===== src/rtl/exp_2.sv =====
// Binary-to-one-hot decoder with a valid/ready output beat and optional sweep mode.
// Define EXP2_SWEEP_EN to add the sweep input, which emits 1<<0 .. 1<<E as a burst.
module exp_2 #(
  parameter int EXP_W = 3
) (
  input  logic                  clk,
  input  logic                  rst,
  input  logic                  in_valid,
  output logic                  in_ready,
  input  logic [EXP_W-1:0]      exponent,
`ifdef EXP2_SWEEP_EN
  input  logic                  sweep,
`endif
  output logic                  out_valid,
  input  logic                  out_ready,
  output logic [(2**EXP_W)-1:0] onehot,
  output logic                  out_last
);
  localparam int OUT_W = 2**EXP_W;

  localparam logic [1:0] IDLE  = 2'd0;
  localparam logic [1:0] HOLD  = 2'd1;
`ifdef EXP2_SWEEP_EN
  localparam logic [1:0] SWEEP = 2'd2;
`endif

  logic [1:0]       state;
  logic [EXP_W-1:0] sel;
  logic             accept;
  logic             xfer;

  assign in_ready  = !rst && ((state == IDLE) || ((state == HOLD) && out_ready));
  assign out_valid = (state != IDLE);
  assign out_last  = (state == HOLD);
  assign accept    = in_valid && in_ready;
  assign xfer      = out_valid && out_ready;

`ifdef EXP2_SWEEP_EN
  logic [EXP_W-1:0] idx;
  logic [EXP_W-1:0] cap;

  assign sel = idx;

  // idx stops at cap (<= OUT_W-1), so the counter cannot wrap.
  always_ff @(posedge clk) begin
    if (rst) begin
      state <= IDLE;
      idx   <= '0;
      cap   <= '0;
    end else if (accept) begin
      cap <= exponent;
      if (sweep && (exponent != '0)) begin
        state <= SWEEP;
        idx   <= '0;
      end else begin
        state <= HOLD;
        idx   <= exponent;
      end
    end else if (xfer) begin
      if (state == SWEEP) begin
        idx <= idx + 1'b1;
        if ((idx + 1'b1) == cap) state <= HOLD;
      end else begin
        state <= IDLE;
        idx   <= '0;
      end
    end
  end
`else
  logic [EXP_W-1:0] exp_q;

  assign sel = exp_q;

  always_ff @(posedge clk) begin
    if (rst) begin
      state <= IDLE;
      exp_q <= '0;
    end else if (accept) begin
      state <= HOLD;
      exp_q <= exponent;
    end else if (xfer) begin
      state <= IDLE;
      exp_q <= '0;
    end
  end
`endif

  // Gating with out_valid keeps the word all-zero between beats.
  for (genvar i = 0; i < OUT_W; i++) begin : g_dec
    localparam logic [EXP_W-1:0] BIT_IDX = i;
    assign onehot[i] = out_valid && (sel == BIT_IDX);
  end

endmodule


===== config.mk =====
export PLATFORM = sky130hd
export DESIGN_NAME = exp_2
export DESIGN_NICKNAME = d
export VERILOG_FILES = /design/src/rtl/exp_2.sv
export SDC_FILE = /design/constraint.sdc
export NUM_CORES = 1
export LEC_CHECK = 0
export BUFFER_PORTS_ARGS = -buffer_cell sky130_fd_sc_hd__buf_2
export CORE_AREA = 2 2 39 41
export DETAILED_ROUTE_END_ITERATION = 12
export DIE_AREA = 0 0 41 43
export GPL_TIMING_DRIVEN = 0
export REMOVE_ABC_BUFFERS = 1
export SYNTH_ARGS = -nofsm -noshare
export SYNTH_HDL_FRONTEND = slang
export SYNTH_SLANG_ARGS = --single-unit

===== constraint.sdc =====
create_clock -name clk -period 1 [get_ports clk]
set_input_delay 0.05 -clock clk [delete_from_list [all_inputs] [get_ports clk]]
set_output_delay 0.05 -clock clk [all_outputs]
set_load 0.02 [all_outputs]

; ---- After elaboration in Yosys (flattened, before gate mapping)
; Index checks and enable logic that the tools add are counted.
[op_classes]
n_eq_ne = 7
mux = 4
reduce_logical = 16
[op_table]
columns = op, n
row1 = "== test 3 bit, second input constant", 4
row2 = logical AND 1 bit, 11
row3 = "== test 3 x 2 -> 1 bit, second input constant", 2
row4 = two-way mux 3 bit, 2
row5 = "== test 3 x 1 -> 1 bit, second input constant", 1
row6 = logical NOT 3 bit, 1
row7 = logical NOT 2 bit, 1
row8 = two-way mux 1 bit, 2
row9 = nonzero test 2 bit, 1
row10 = logical NOT 1 bit, 1
row11 = logical OR 1 bit, 1
[totals]
reg_bits = 4
input_bits = 7
elab_cells = 29

; ---- Longest topological paths before layout
; Gate-level depths: netlist of run 1.
[depth]
word_depth = 5
ltp_mapped = 2
ltp_nobuf = 2

; ---- Worst setup path before layout of run 1
; No wires, ideal clock.
[synth_path]
kind = reg2out
from = register state[0]
to = output port onehot[2]
t_arrival_ns = 1.162
t_required_ns = 0.950
path_slack_ns = -0.212
path_stages_with_launch = 3
n_path_buf = 0
cell_sequence = dfxtp_1 -> nand2_1 -> nor3_1
[synth_between]
elab_chain_len = 1
[synth_lines]
columns = element, line
row1 = "start, declared", 27  ; logic [1:0] state;
row2 = "start signal, assigned", 76  ; state <= IDLE;
row3 = "start signal, assigned", 79  ; state <= HOLD;
row4 = "start signal, assigned", 82  ; state <= IDLE;
row5 = logical AND 1 bit, 91  ; assign onehot[i] = out_valid && (sel == BIT_IDX);
row6 = "end, declared", 16  ; output logic [(2**EXP_W)-1:0] onehot,
; Every way passes these cells.

; ---- Worst setup path in the final report of run 1
[layout_path]
from = register state[0]
to = output port in_ready
[layout_between]
elab_chain_len = 3
elab_cells_between_ends = 4
[layout_lines]
columns = element, line
row1 = logical NOT 2 bit or logical AND 1 bit (tied branches), 32  ; assign in_ready = !rst && ((state == IDLE) || ((state == HOLD) && out_ready));
row2 = logical OR 1 bit (*), 32
row3 = logical AND 1 bit (*), 32
row4 = "end, declared", 9  ; output logic in_ready,
; Every way passes the cells marked *; elsewhere a longest branch is shown, timed or not.

==> out/qor.log, run 1 <==
[die] area of the core region 1380 sq um
[setup_path] critical setup path kind flop to output pin
[cells_and_area] fraction of layout instances using a drive strength above 1 69.8%
[sta] worst relative slew slack 85.0%
[setup_path] data required time at the worst endpoint 0.95 ns
[cts] CTS buffer count 3
[cells_and_area] commonest non-fill, non-tap cells in the layout 8 x buf_2, 8 x buf_4, 6 x nor2_1, 4 x nand2b_1
[sta] number of endpoints with negative hold slack in the final report 0
[route] Routed Wire Length 685 microns
[route] routed len/inst 9.93 microns
[sta] endpoints failing setup 8
[cells_and_area] layout overhead on the synthesized area 77.3%
[cts] TritonCTS Sinks 4
[die] vertical die dimension 43 microns
[placement] worst setup slack before clock tree synthesis 0.00282 ns
[sta] Setup TNS -0.232 ns
[sta] Final period util 106%
[power] power density over cell area 1060 nW/um^2
[die] number of placed I/O pins 18
[synthesis] multiplexer fraction of the synthesized cell area 7.56%
[cts] Reg clk slew, reported paths 0.04 ns
[cts] Clk Tree Root Cell clkbuf_4
[synthesis] largest family of logic cells by synthesized area simple AND/OR/NAND/NOR gates
[power] final total power 531 uW
[synthesis] Mean Syn Cell Area 8.53 sq um
[setup_path] start of the worst register-to-register path state[0]$_SDFFE_PP0P_
[outcome] run status finished, violations left
[setup_path] Max FO, Critical Path 8
[synthesis] xor/xnor share of the synthesized area 0%
[setup_path] reg2reg path depth 2
[cells_and_area] ant diodes 0
[synthesis] count of mapped cells out of synthesis 33
[route] number of vias in the routed layout 308
[placement] sum of net half-perimeters after detailed placement 511 microns
[power] worst vdd ir 0.514 mV
[cts] CTS H-Tree Depth 1
[hold_path] classification of the worst-slack hold path input port to flop
[sta] setup repair after global routing missed its margin yes
[synthesis] number of warnings issued by yosys 0
[setup_path] kind of end point of the critical path output pin
[route] total DRC errors in the routed layout 0
[sta] hold_ws 0.109 ns
[route] post-detailed-route count of antenna-violating nets 0
[outcome] violated checks setup timing
[setup_path] Critical Path Start Type flop
[die] Site Rows 14
[die] area of the die 1760 sq um
[route] Vias per Instance 4.46
[power] cell leakage power 0.219 nW
[sta] Slew @ Worst Pin 0.222 ns
[route] Iter 0 DRT Violations 1
[setup_path] critical path endpoint in_ready
[setup_path] register-to-register setup slack 0.04 ns
[cts] clock tree from TritonCTS yes
[sta] Max Slew Vio Count 0
[sta] fmax 947 MHz
[synthesis] cell area after synthesis 282 sq um
[sta] worst clock skew 0.00191 ns
[global_route] residual overflow from global routing 0
[job] number of max-cap violations 0
[global_route] gr usage total 8.33%
[die] Initial Util 20.3%
[die] width of the chip 41 microns
[synthesis] count of state elements after synthesis 4
[global_route] pin count of the biggest net entering global routing 10
[cts] worst-skew pair later-pin latency 0.23 ns
[cells_and_area] Filler Cell Count 151
[synthesis] post-synthesis sequential area ratio 28.4%
[synthesis] simple-gate area share of the yosys netlist 41.8%
[placement] # port buffers 17
[setup_path] capture instance of the worst register-to-register path exp_q[0]$_SDFFE_PP0P_
[sta] worst setup margin -0.0563 ns
[synthesis] post-synth cell types 15
[cells_and_area] Final #Nets 62
[global_route] wire length of the first global-routing pass 1010 microns
[global_route] initial antenna violation count 0
[sta] Final min period 1.06 ns
[setup_path] worst setup path start state[0]$_SDFFE_PP0P_
[synthesis] Compound-Gate Fraction of Synth Area 18.2%
[setup_path] arrival time worst endpoint 1.01 ns
[route] drt first pass iters 3
[placement] GPL Wtd Cong 0.629
[global_route] number of global-route vias before repair 274
[cts] Max clock buf depth 2
[synthesis] area share of fa/ha/maj cells after synthesis 0%
## what timing repair did
action / CTS / global route
gates cloned: 0 / 0
setup endpoints to repair: 11 / 10
setup buffers: 1 / 0
pin swaps: 3 / 3
hold buffers: 0 / 0
resized for setup: 21 / 6
## report_power, final
group          total (mW)  switching (mW)  internal (mW)
clock network       0.203          0.0686          0.134
registers           0.194          0.0239          0.170
logic               0.133          0.0623         0.0710
## critical path, stage by stage, from the launching register on
cell     delay [ns]
dfxtp_4        0.37
and2b_4        0.18
nor2_1         0.08
buf_4          0.14
## cell families (layout without fill, tap and decap cells)
| group | Yosys count | after routing |
|---|---|---|
| AOI/OAI and AO/OA | 4 | 4 |
| buffers and inverters | 2 | 22 |
| DFF | 4 | 4 |
| muxes | 2 | 2 |
| and+or+nand+nor | 21 | 21 |
## how the worst min path moves through the flow
stage | start | endpoint | slack, ns | depth (start not counted)
final | exponent[2] | exp_q[2]$_SDFFE_PP0P_ | 0.11 | 3
after floorplan | rst | in_ready | 0.18 | 1
after global placement | exponent[1] | exp_q[1]$_SDFFE_PP0P_ | 0.34 | 3
after global routing | exponent[0] | exp_q[0]$_SDFFE_PP0P_ | 0.12 | 3
after detailed placement | exponent[0] | exp_q[0]$_SDFFE_PP0P_ | 0.35 | 3
after CTS | exponent[0] | exp_q[0]$_SDFFE_PP0P_ | 0.09 | 3
## cells in the mapped netlist, drive strengths merged
library cell	number	share of area (%)
inv	1	1.3
mux2i	1	3.6
nor3	2	3.6
mux2	1	4.0
dfxtp	4	28
o32ai	2	12
nand4bb	1	4.0
nand2b	7	16
and2b	1	3.6
o21ba	1	3.6
nand2	2	2.7
o311ai	1	3.1
nand4b	1	3.1
nor2	7	9.3
buf	1	2.7
## registers in the layout, summed over array words and instances, names as in the netlist
register	cells
exp_q	3
state	1
## final cells by class
type                    instances  area (sq um)  share of cell area (%)
multi-input cells              27           238                    47.6
repair buffers                 18           123                    24.6
flip-flops and latches          4          92.6                    18.5
clock buffers                   3          22.5                    4.51
well taps                      16          20.0                    4.01
inverters                       1          3.75                   0.752
## per-layer routing
metal  up-vias  share of wire [%]  track usage [%]  wire, microns
met1       139                 42             8.68            291
met4         0                  0             6.00              0
met3         0                6.7             1.57             46
met2        10                 51             13.8            347
met5         -                  0                0              0
li1        159                  -                -              -
## through the flow
stage | util (%) | area [sq um] | instances
after detailed placement | 27.4 | 379 | 65
final | 36.1 | 499 | 69
after floorplan | - | 274 | 32
after global placement | 27.4 | 379 | 65
after CTS | 34.0 | 470 | 69
after global routing | 36.1 | 499 | 69
Power figures use the tool's default switching activity.
==> run 2: changes to the inputs <==
clock period = 1.1 ns   (was 1 ns; I/O delays follow)
==> run 2 against run 1 <==
Net effect: largest power group unchanged; critical path type unchanged; final area decreased by 12%; final cell count decreased by 1.4%; sequential share of layout area increased by 1.3 points; the flow now finishes without violations.
==> out/qor.log, run 2 (synthesis results as in run 1) <==
[outcome] run status finished, final reports clean
[die] Site Rows 14 [unchanged]
[cts] Max clock buf depth 2 [unchanged]
[cells_and_area] fraction of layout instances using a drive strength above 1 63.5% [-6.3 points]
[route] Iter 0 DRT Violations 2 [+1]
[power] worst vdd ir 0.437 mV [-15%]
[hold_path] Worst Hold Endpoint exp_q[0]$_SDFFE_PP0P_
[power] cell leakage power 0.199 nW [-9.3%]
[power] Net Sw Frac 28.5% [-0.70 points]
[route] Vias per Instance 4.49 [+0.48%]
[setup_path] start of the worst register-to-register path state[0]$_SDFFE_PP0P_
[global_route] gr usage total 7.53% [-0.80 points]
[cells_and_area] commonest non-fill, non-tap cells in the layout 12 x buf_2, 7 x nor2_1, 6 x nand2b_1, 5 x buf_4
[hold_path] classification of the worst-slack hold path input port to flop
[cts] Hold Buf Count CTS 0 [unchanged]
[cts] CTS buffer count 3 [unchanged]
[global_route] residual overflow from global routing 0 [unchanged]
[power] Clock Power Share 39.6% [+1.3 points]
[cells_and_area] largest register by flop count exp_q
[cells_and_area] Filler Cell Count 157 [+4.0%]
[hold_path] launch point of the worst hold path exponent[0]
[setup_path] CP top delay family flip-flops
[setup_path] slowest cell delay on critical path 0.37 ns [about the same]
[cts] clock tree from TritonCTS yes
[global_route] pin count of the biggest net entering global routing 10 [unchanged]
[setup_path] arrival time worst endpoint 1.02 ns [about the same]
[setup_path] reg2reg path depth 2 [unchanged]
[setup_path] register-to-register setup slack 0.16 ns [+0.12 ns]
[global_route] initial antenna violation count 0 [unchanged]
[sta] Final min period 1.07 ns
[sta] fmax 934 MHz
[route] drt first pass iters 4 [+1]
[setup_path] critical setup path kind flop to output pin
[route] routed len/inst 9.53 microns [-4.0%]
[cts] worst-skew pair later-pin latency 0.23 ns [about the same]
[setup_path] data required time at the worst endpoint 1.04 ns [+0.09 ns]
[route] Routed Wire Length 648 microns [-5.4%]
[setup_path] cells traversed along the worst timing path and2b_4, nor2_1, buf_4
[setup_path] kind of end point of the critical path output pin
[sta] endpoints failing setup 0 [-8]
[global_route] number of global-route vias before repair 257 [-6.2%]
[die] number of placed I/O pins 18 [unchanged]
[cells_and_area] Sequential Area 87.6 sq um [-5.4%]
[cts] CTS H-Tree Depth 1 [unchanged]
[power] internal power consumption 334 uW [-11%]
[hold_path] number of instances on the worst hold path 3 [unchanged]
[sta] worst relative slew slack 84.9% [about the same]
[cells_and_area] layout overhead on the synthesized area 56.9%
[setup_path] cell at the slowest stage of the critical path dfxtp_4
[cts] Reg clk slew, reported paths 0.04 ns [about the same]
[power] power density over cell area 1060 nW/um^2 [-0.57%]
[die] width of the chip 41 microns [unchanged]
[die] vertical die dimension 43 microns [unchanged]
[setup_path] Max FO, Critical Path 8 [unchanged]
[die] Initial Util 20.3% [unchanged]
[sta] hold_ws 0.104 ns [-0.00485 ns]
[cells_and_area] multi-input gate area in the final layout 210 sq um [-12%]
[cts] TritonCTS Sinks 4 [unchanged]
[setup_path] crit path buf inv count 1 [unchanged]
[sta] worst clock skew 0.00224 ns [+0.000335 ns]
[placement] # port buffers 17 [unchanged]
[cts] Clk Tree Root Cell clkbuf_4
[placement] sum of net half-perimeters after detailed placement 511 microns [unchanged]
[sta] Max Slew Vio Count 0 [unchanged]
[setup_path] capture instance of the worst register-to-register path exp_q[0]$_SDFFE_PP0P_
[setup_path] Critical Path Start Type flop
[power] switching power of the nets 133 uW [-14%]
[cells_and_area] ant diodes 0 [unchanged]
[sta] Setup TNS 0 ns [+0.232 ns]
[global_route] wire length of the first global-routing pass 903 microns [-10%]
[route] post-detailed-route count of antenna-violating nets 0 [unchanged]
[job] number of max-cap violations 0 [unchanged]
[sta] Slew @ Worst Pin 0.223 ns [+0.000891 ns]
[placement] GPL Wtd Cong 0.629 [unchanged]
[die] area of the core region 1380 sq um [unchanged]
[route] number of vias in the routed layout 305 [-0.97%]
[cells_and_area] Final #Nets 61 [-1.6%]
[sta] number of endpoints with negative hold slack in the final report 0 [unchanged]
[cells_and_area] leading cell type in the layout, fill and taps excluded buf_2
[cells_and_area] biggest registers after layout exp_q: 3 flops, state: 1 flops
[sta] Final period util 97.3%
[power] share of power burned in registers 37.4% [+0.8 points]
[route] total DRC errors in the routed layout 0 [unchanged]
[power] combinational fraction of design power 23.0% [-2.1 points]
[die] area of the die 1760 sq um [unchanged]
[cells_and_area] Largest register FFs 3 [unchanged]
-- run 2: changes by cell type in the layout (fill, tap and decap cells not counted) --
cell	previous run	this run
dfxtp_4	3	1
nor2_1	6	7
nor2_4	1	0
nand2_4	1	0
nand2b_4	3	1
buf_6	2	0
nand2b_1	4	6
buf_4	8	5
dfxtp_2	1	3
buf_2	8	12
nand2_2	0	1
-- run 2: timing repair --
| item | in CTS | in global routing |
|---|---|---|
| resized for setup | 5 | 9 |
| endpoints found under the setup margin | 9 | 9 |
| endpoints found under the hold margin | 0 | 0 |
| setup buffers | 0 | 0 |
-- run 2: power groups by stage --
stage                     Combinational, mW  Sequential, mW  Clock (mW)
final                                 0.107           0.174       0.185
after global routing                  0.117           0.177       0.200
after CTS                             0.104           0.172       0.192
after detailed placement             0.0989           0.172           0
after global placement               0.0970           0.172           0
after floorplan                      0.0587           0.175           0
-- run 2: final cells by class --
type / count / area share, %
Clock buffer: 3 / 5.10
Inverter: 1 / 0.850
Multi-Input combinational cell: 27 / 47.6
Sequential cell: 4 / 19.8
Tap cell: 16 / 4.53
Timing Repair Buffer: 17 / 22.1
-- run 2: worst reg2reg max path: stages, from the launching register on --
cell and delay [ns]:
dfxtp_4 0.39, mux2_2 0.37, o32ai_2 0.09
-- run 2: worst max-delay path by stage --
stage / slack, ns / end / cells after the start / from
3_5_place_dp: 0.10 / exp_q[2]$_SDFFE_PP0P_ / 2 / state[0]$_SDFFE_PP0P_
2_1_floorplan: -0.26 / onehot[2] / 2 / state[0]$_SDFFE_PP0P_
6_report: 0.03 / in_ready / 3 / state[0]$_SDFFE_PP0P_
3_3_place_gp: 0.1 / exp_q[2]$_SDFFE_PP0P_ / 2 / state[0]$_SDFFE_PP0P_
5_1_grt: -0.002 / in_ready / 3 / state[0]$_SDFFE_PP0P_
4_1_cts: 0.007 / onehot[3] / 3 / exp_q[0]$_SDFFE_PP0P_
-- run 2: routing by layer --
metal / part of all wire (%) / GRT usage [%] / wire length (microns)
met4: 0 / 6.00 / 0
met3: 6.6 / 1.57 / 43
met5: 0 / 0 / 0
met1: 43 / 8.36 / 280
met2: 50 / 11.6 / 324
-- run 2: stage by stage --
| stage | cell area (sq um) | cells | util [%] | total power, mW | setup slack [ns] |
|---|---|---|---|---|---|
| after floorplan | 274 | 32 | - | 0.234 | -0.261 |
| after global placement | 379 | 65 | 27.4 | 0.269 | 0.0964 |
| after detailed placement | 379 | 65 | 27.4 | 0.271 | 0.103 |
| after CTS | 420 | 68 | 30.4 | 0.468 | 0.00650 |
| after global routing | 442 | 68 | 31.9 | 0.494 | -0.00186 |
| final | 442 | 68 | 31.9 | 0.467 | 0.0297 |
==> run 3: changes to the inputs <==
BUFFER_PORTS_ARGS = default   (was -buffer_cell sky130_fd_sc_hd__buf_2)
CAP_MARGIN = 15   (was default)
CELL_PAD_IN_SITES_DETAIL_PLACEMENT = 1   (was default)
CELL_PAD_IN_SITES_GLOBAL_PLACEMENT = 1   (was default)
DONT_BUFFER_PORTS = 1   (was default)
PLACE_DENSITY_LB_ADDON = 0.1   (was default)
==> run 3 against run 2 <==
Net effect: the flow now finishes with violations (setup timing); maximum frequency shrank 7.6%; hold slack lost 0.087 ns; die area is the same; highest routed layer unchanged.
==> out/qor.log, run 3 (synthesis results as in run 1) <==
[die] number of placed I/O pins 18 [unchanged]
[setup_path] arrival time worst endpoint 1.10 ns [+0.08 ns]
[cells_and_area] Filler Cell Count 162 [+3.2%]
[setup_path] register-to-register setup slack 0.04 ns [-0.12 ns]
[outcome] run status finished, violations left
[route] drt first pass iters 4 [unchanged]
[die] area of the die 1760 sq um [unchanged]
[placement] GPL Wtd Cong 0.606 [-3.8%]
[global_route] residual overflow from global routing 0 [unchanged]
[die] width of the chip 41 microns [unchanged]
[cts] Reg clk slew, reported paths 0.04 ns [about the same]
[placement] dpl cell area 294 sq um [-22%]
[cts] CTS H-Tree Depth 1 [unchanged]
[setup_path] CP top delay family flip-flops
[power] power density over cell area 1000 nW/um^2 [-5.3%]
[setup_path] crit path buf inv count 1 [unchanged]
[sta] fmax 863 MHz [-7.6%]
[global_route] initial antenna violation count 0 [unchanged]
[die] Initial Util 20.3% [unchanged]
[sta] setup repair after global routing missed its margin yes
[outcome] violated checks setup timing
[sta] Max Slew Vio Count 0 [unchanged]
[cts] worst-skew pair later-pin latency 0.23 ns [about the same]
[setup_path] start of the worst register-to-register path state[0]$_SDFFE_PP0P_
[cells_and_area] Post-Layout Inst Area 483 sq um [+9.3%]
[setup_path] Max FO, Critical Path 8 [unchanged]
[cells_and_area] commonest non-fill, non-tap cells in the layout 7 x nor2_4, 4 x nand2b_1, 4 x dlygate4sd3_1, 3 x clkbuf_4, 3 x buf_4
[hold_path] classification of the worst-slack hold path input port to flop
[cells_and_area] Sequential Area 86.3 sq um [-1.4%]
[setup_path] kind of end point of the critical path output pin
[route] number of vias in the routed layout 280 [-8.2%]
[route] routed len/inst 13.9 microns [+45%]
[global_route] number of global-route vias before repair 294 [+14%]
[die] Site Rows 14 [unchanged]
[cells_and_area] fraction of layout instances using a drive strength above 1 66.7% [+3.2 points]
[cells_and_area] leading cell type in the layout, fill and taps excluded nor2_4
[cells_and_area] layout overhead on the synthesized area 71.6%
[setup_path] cell at the slowest stage of the critical path dfxtp_4
[job] number of max-cap violations 0 [unchanged]
[placement] worst setup slack before clock tree synthesis -0.398 ns [-0.501 ns]
[route] total DRC errors in the routed layout 0 [unchanged]
[power] cell leakage power 0.153 nW [-23%]
[setup_path] critical path endpoint onehot[5]
[route] post-detailed-route count of antenna-violating nets 0 [unchanged]
[cells_and_area] Largest register FFs 3 [unchanged]
[placement] # port buffers 0 [-17]
[setup_path] slowest cell delay on critical path 0.47 ns [+0.10 ns]
[sta] number of endpoints with negative hold slack in the final report 0 [unchanged]
[setup_path] worst setup path start state[0]$_SDFFE_PP0P_
[sta] Final min period 1.16 ns [+0.0881 ns]
[global_route] pin count of the biggest net entering global routing 9 [-1]
[cts] CTS buffer count 3 [unchanged]
[route] Iter 0 DRT Violations 3 [+1]
[cells_and_area] multi-input gate area in the final layout 288 sq um [+37%]
[cells_and_area] utilization of the core after routing 34.9% [+3.0 points]
[cells_and_area] biggest registers after layout exp_q: 3 flops, state: 1 flops
[setup_path] reg2reg path depth 2 [unchanged]
[setup_path] Crit. path cell count 3 [unchanged]
[die] vertical die dimension 43 microns [unchanged]
[global_route] gr usage total 11.5% [+4.0 points]
[cells_and_area] ant diodes 0 [unchanged]
[sta] endpoints failing setup 5 [+5]
[setup_path] data required time at the worst endpoint 1.04 ns [about the same]
[route] Vias per Instance 4.83 [+7.6%]
[setup_path] cells traversed along the worst timing path nand2b_4, buf_4, nor2_4
[cts] Clk Tree Root Cell clkbuf_4
[sta] worst clock skew 0.00298 ns [+0.000739 ns]
[global_route] wire length of the first global-routing pass 1320 microns [+47%]
[power] worst vdd ir 0.592 mV [+35%]
[sta] Slew @ Worst Pin 0.290 ns [+0.0669 ns]
[cells_and_area] largest register by flop count exp_q
[die] area of the core region 1380 sq um [unchanged]
[cts] Max clock buf depth 2 [unchanged]
[cts] TritonCTS Sinks 4 [unchanged]
[sta] worst setup margin -0.0584 ns [-0.0881 ns]
[setup_path] capture instance of the worst register-to-register path exp_q[0]$_SDFFE_PP0P_
[sta] worst relative slew slack 80.6% [-4.3 points]
[sta] Final period util 105% [+8.0 points]
[setup_path] Critical Path Start Type flop
[cells_and_area] Final #Nets 51 [-16%]
[setup_path] critical setup path kind flop to output pin
[cts] clock tree from TritonCTS yes
[route] Routed Wire Length 804 microns [+24%]
run 3: worst register-to-register path, stage by stage (launching register included):
cell	delay (ns)
dfxtp_4	0.47
mux2_2	0.39
o32ai_2	0.10
run 3: worst min path at each step:
| stage | startpoint | to | slack [ns] | depth (start not counted) |
|---|---|---|---|---|
| after CTS | exponent[1] | exp_q[1]$_SDFFE_PP0P_ | 0.01 | 2 |
| after floorplan | rst | exp_q[1]$_SDFFE_PP0P_ | 0.19 | 1 |
| final | exponent[1] | exp_q[1]$_SDFFE_PP0P_ | 0.02 | 2 |
| after global placement | rst | exp_q[1]$_SDFFE_PP0P_ | 0.20 | 1 |
| after detailed placement | rst | in_ready | 0.19 | 1 |
| after global routing | exponent[1] | exp_q[1]$_SDFFE_PP0P_ | 0.03 | 2 |
run 3: area by class of cell:
cell class | count | share of cell area [%]
flip-flops and latches | 4 | 17.9
clock buffers | 3 | 4.66
repair buffers | 7 | 13.0
well taps | 16 | 4.15
inverters | 1 | 0.777
multi-input cells | 27 | 59.6
run 3: where the power goes:
part | total, mW | internal, mW | switching [mW] | leakage, nW
registers | 0.188 | 0.157 | 0.0316 | 0.0344
logic | 0.116 | 0.0618 | 0.0544 | 0.105
clock network | 0.179 | 0.122 | 0.0571 | 0.0138
run 3: per-layer routing:
metal | wire, microns | part of all wire, % | track usage [%] | vias to the layer above
met2 | 490 | 61 | 18.8 | 6
met3 | 37 | 4.6 | 4.71 | 0
met1 | 277 | 34 | 11.9 | 139
li1 | - | - | - | 135
met4 | 0 | 0 | 6.00 | 0
met5 | 0 | 0 | 0 | -
run 3: per-stage QoR:
stage	total power, mW	hold slack [ns]	TNS (ns)	std cells
after detailed placement	0.244	0.194	-2.52	48
after CTS	0.481	0.00999	-0.106	55
after global routing	0.511	0.0306	-0.521	58
final	0.483	0.0169	-0.254	58
after floorplan	0.234	0.188	-1.31	32
after global placement	0.242	0.195	-2.47	48
run 3: timing repair:
action	in CTS	in global routing
setup endpoints to repair	12	9
buffers inserted	0	3
hold buffers	4	0
endpoints found under the hold margin	4	0
pin swaps	1	5
gates resized for setup	26	3
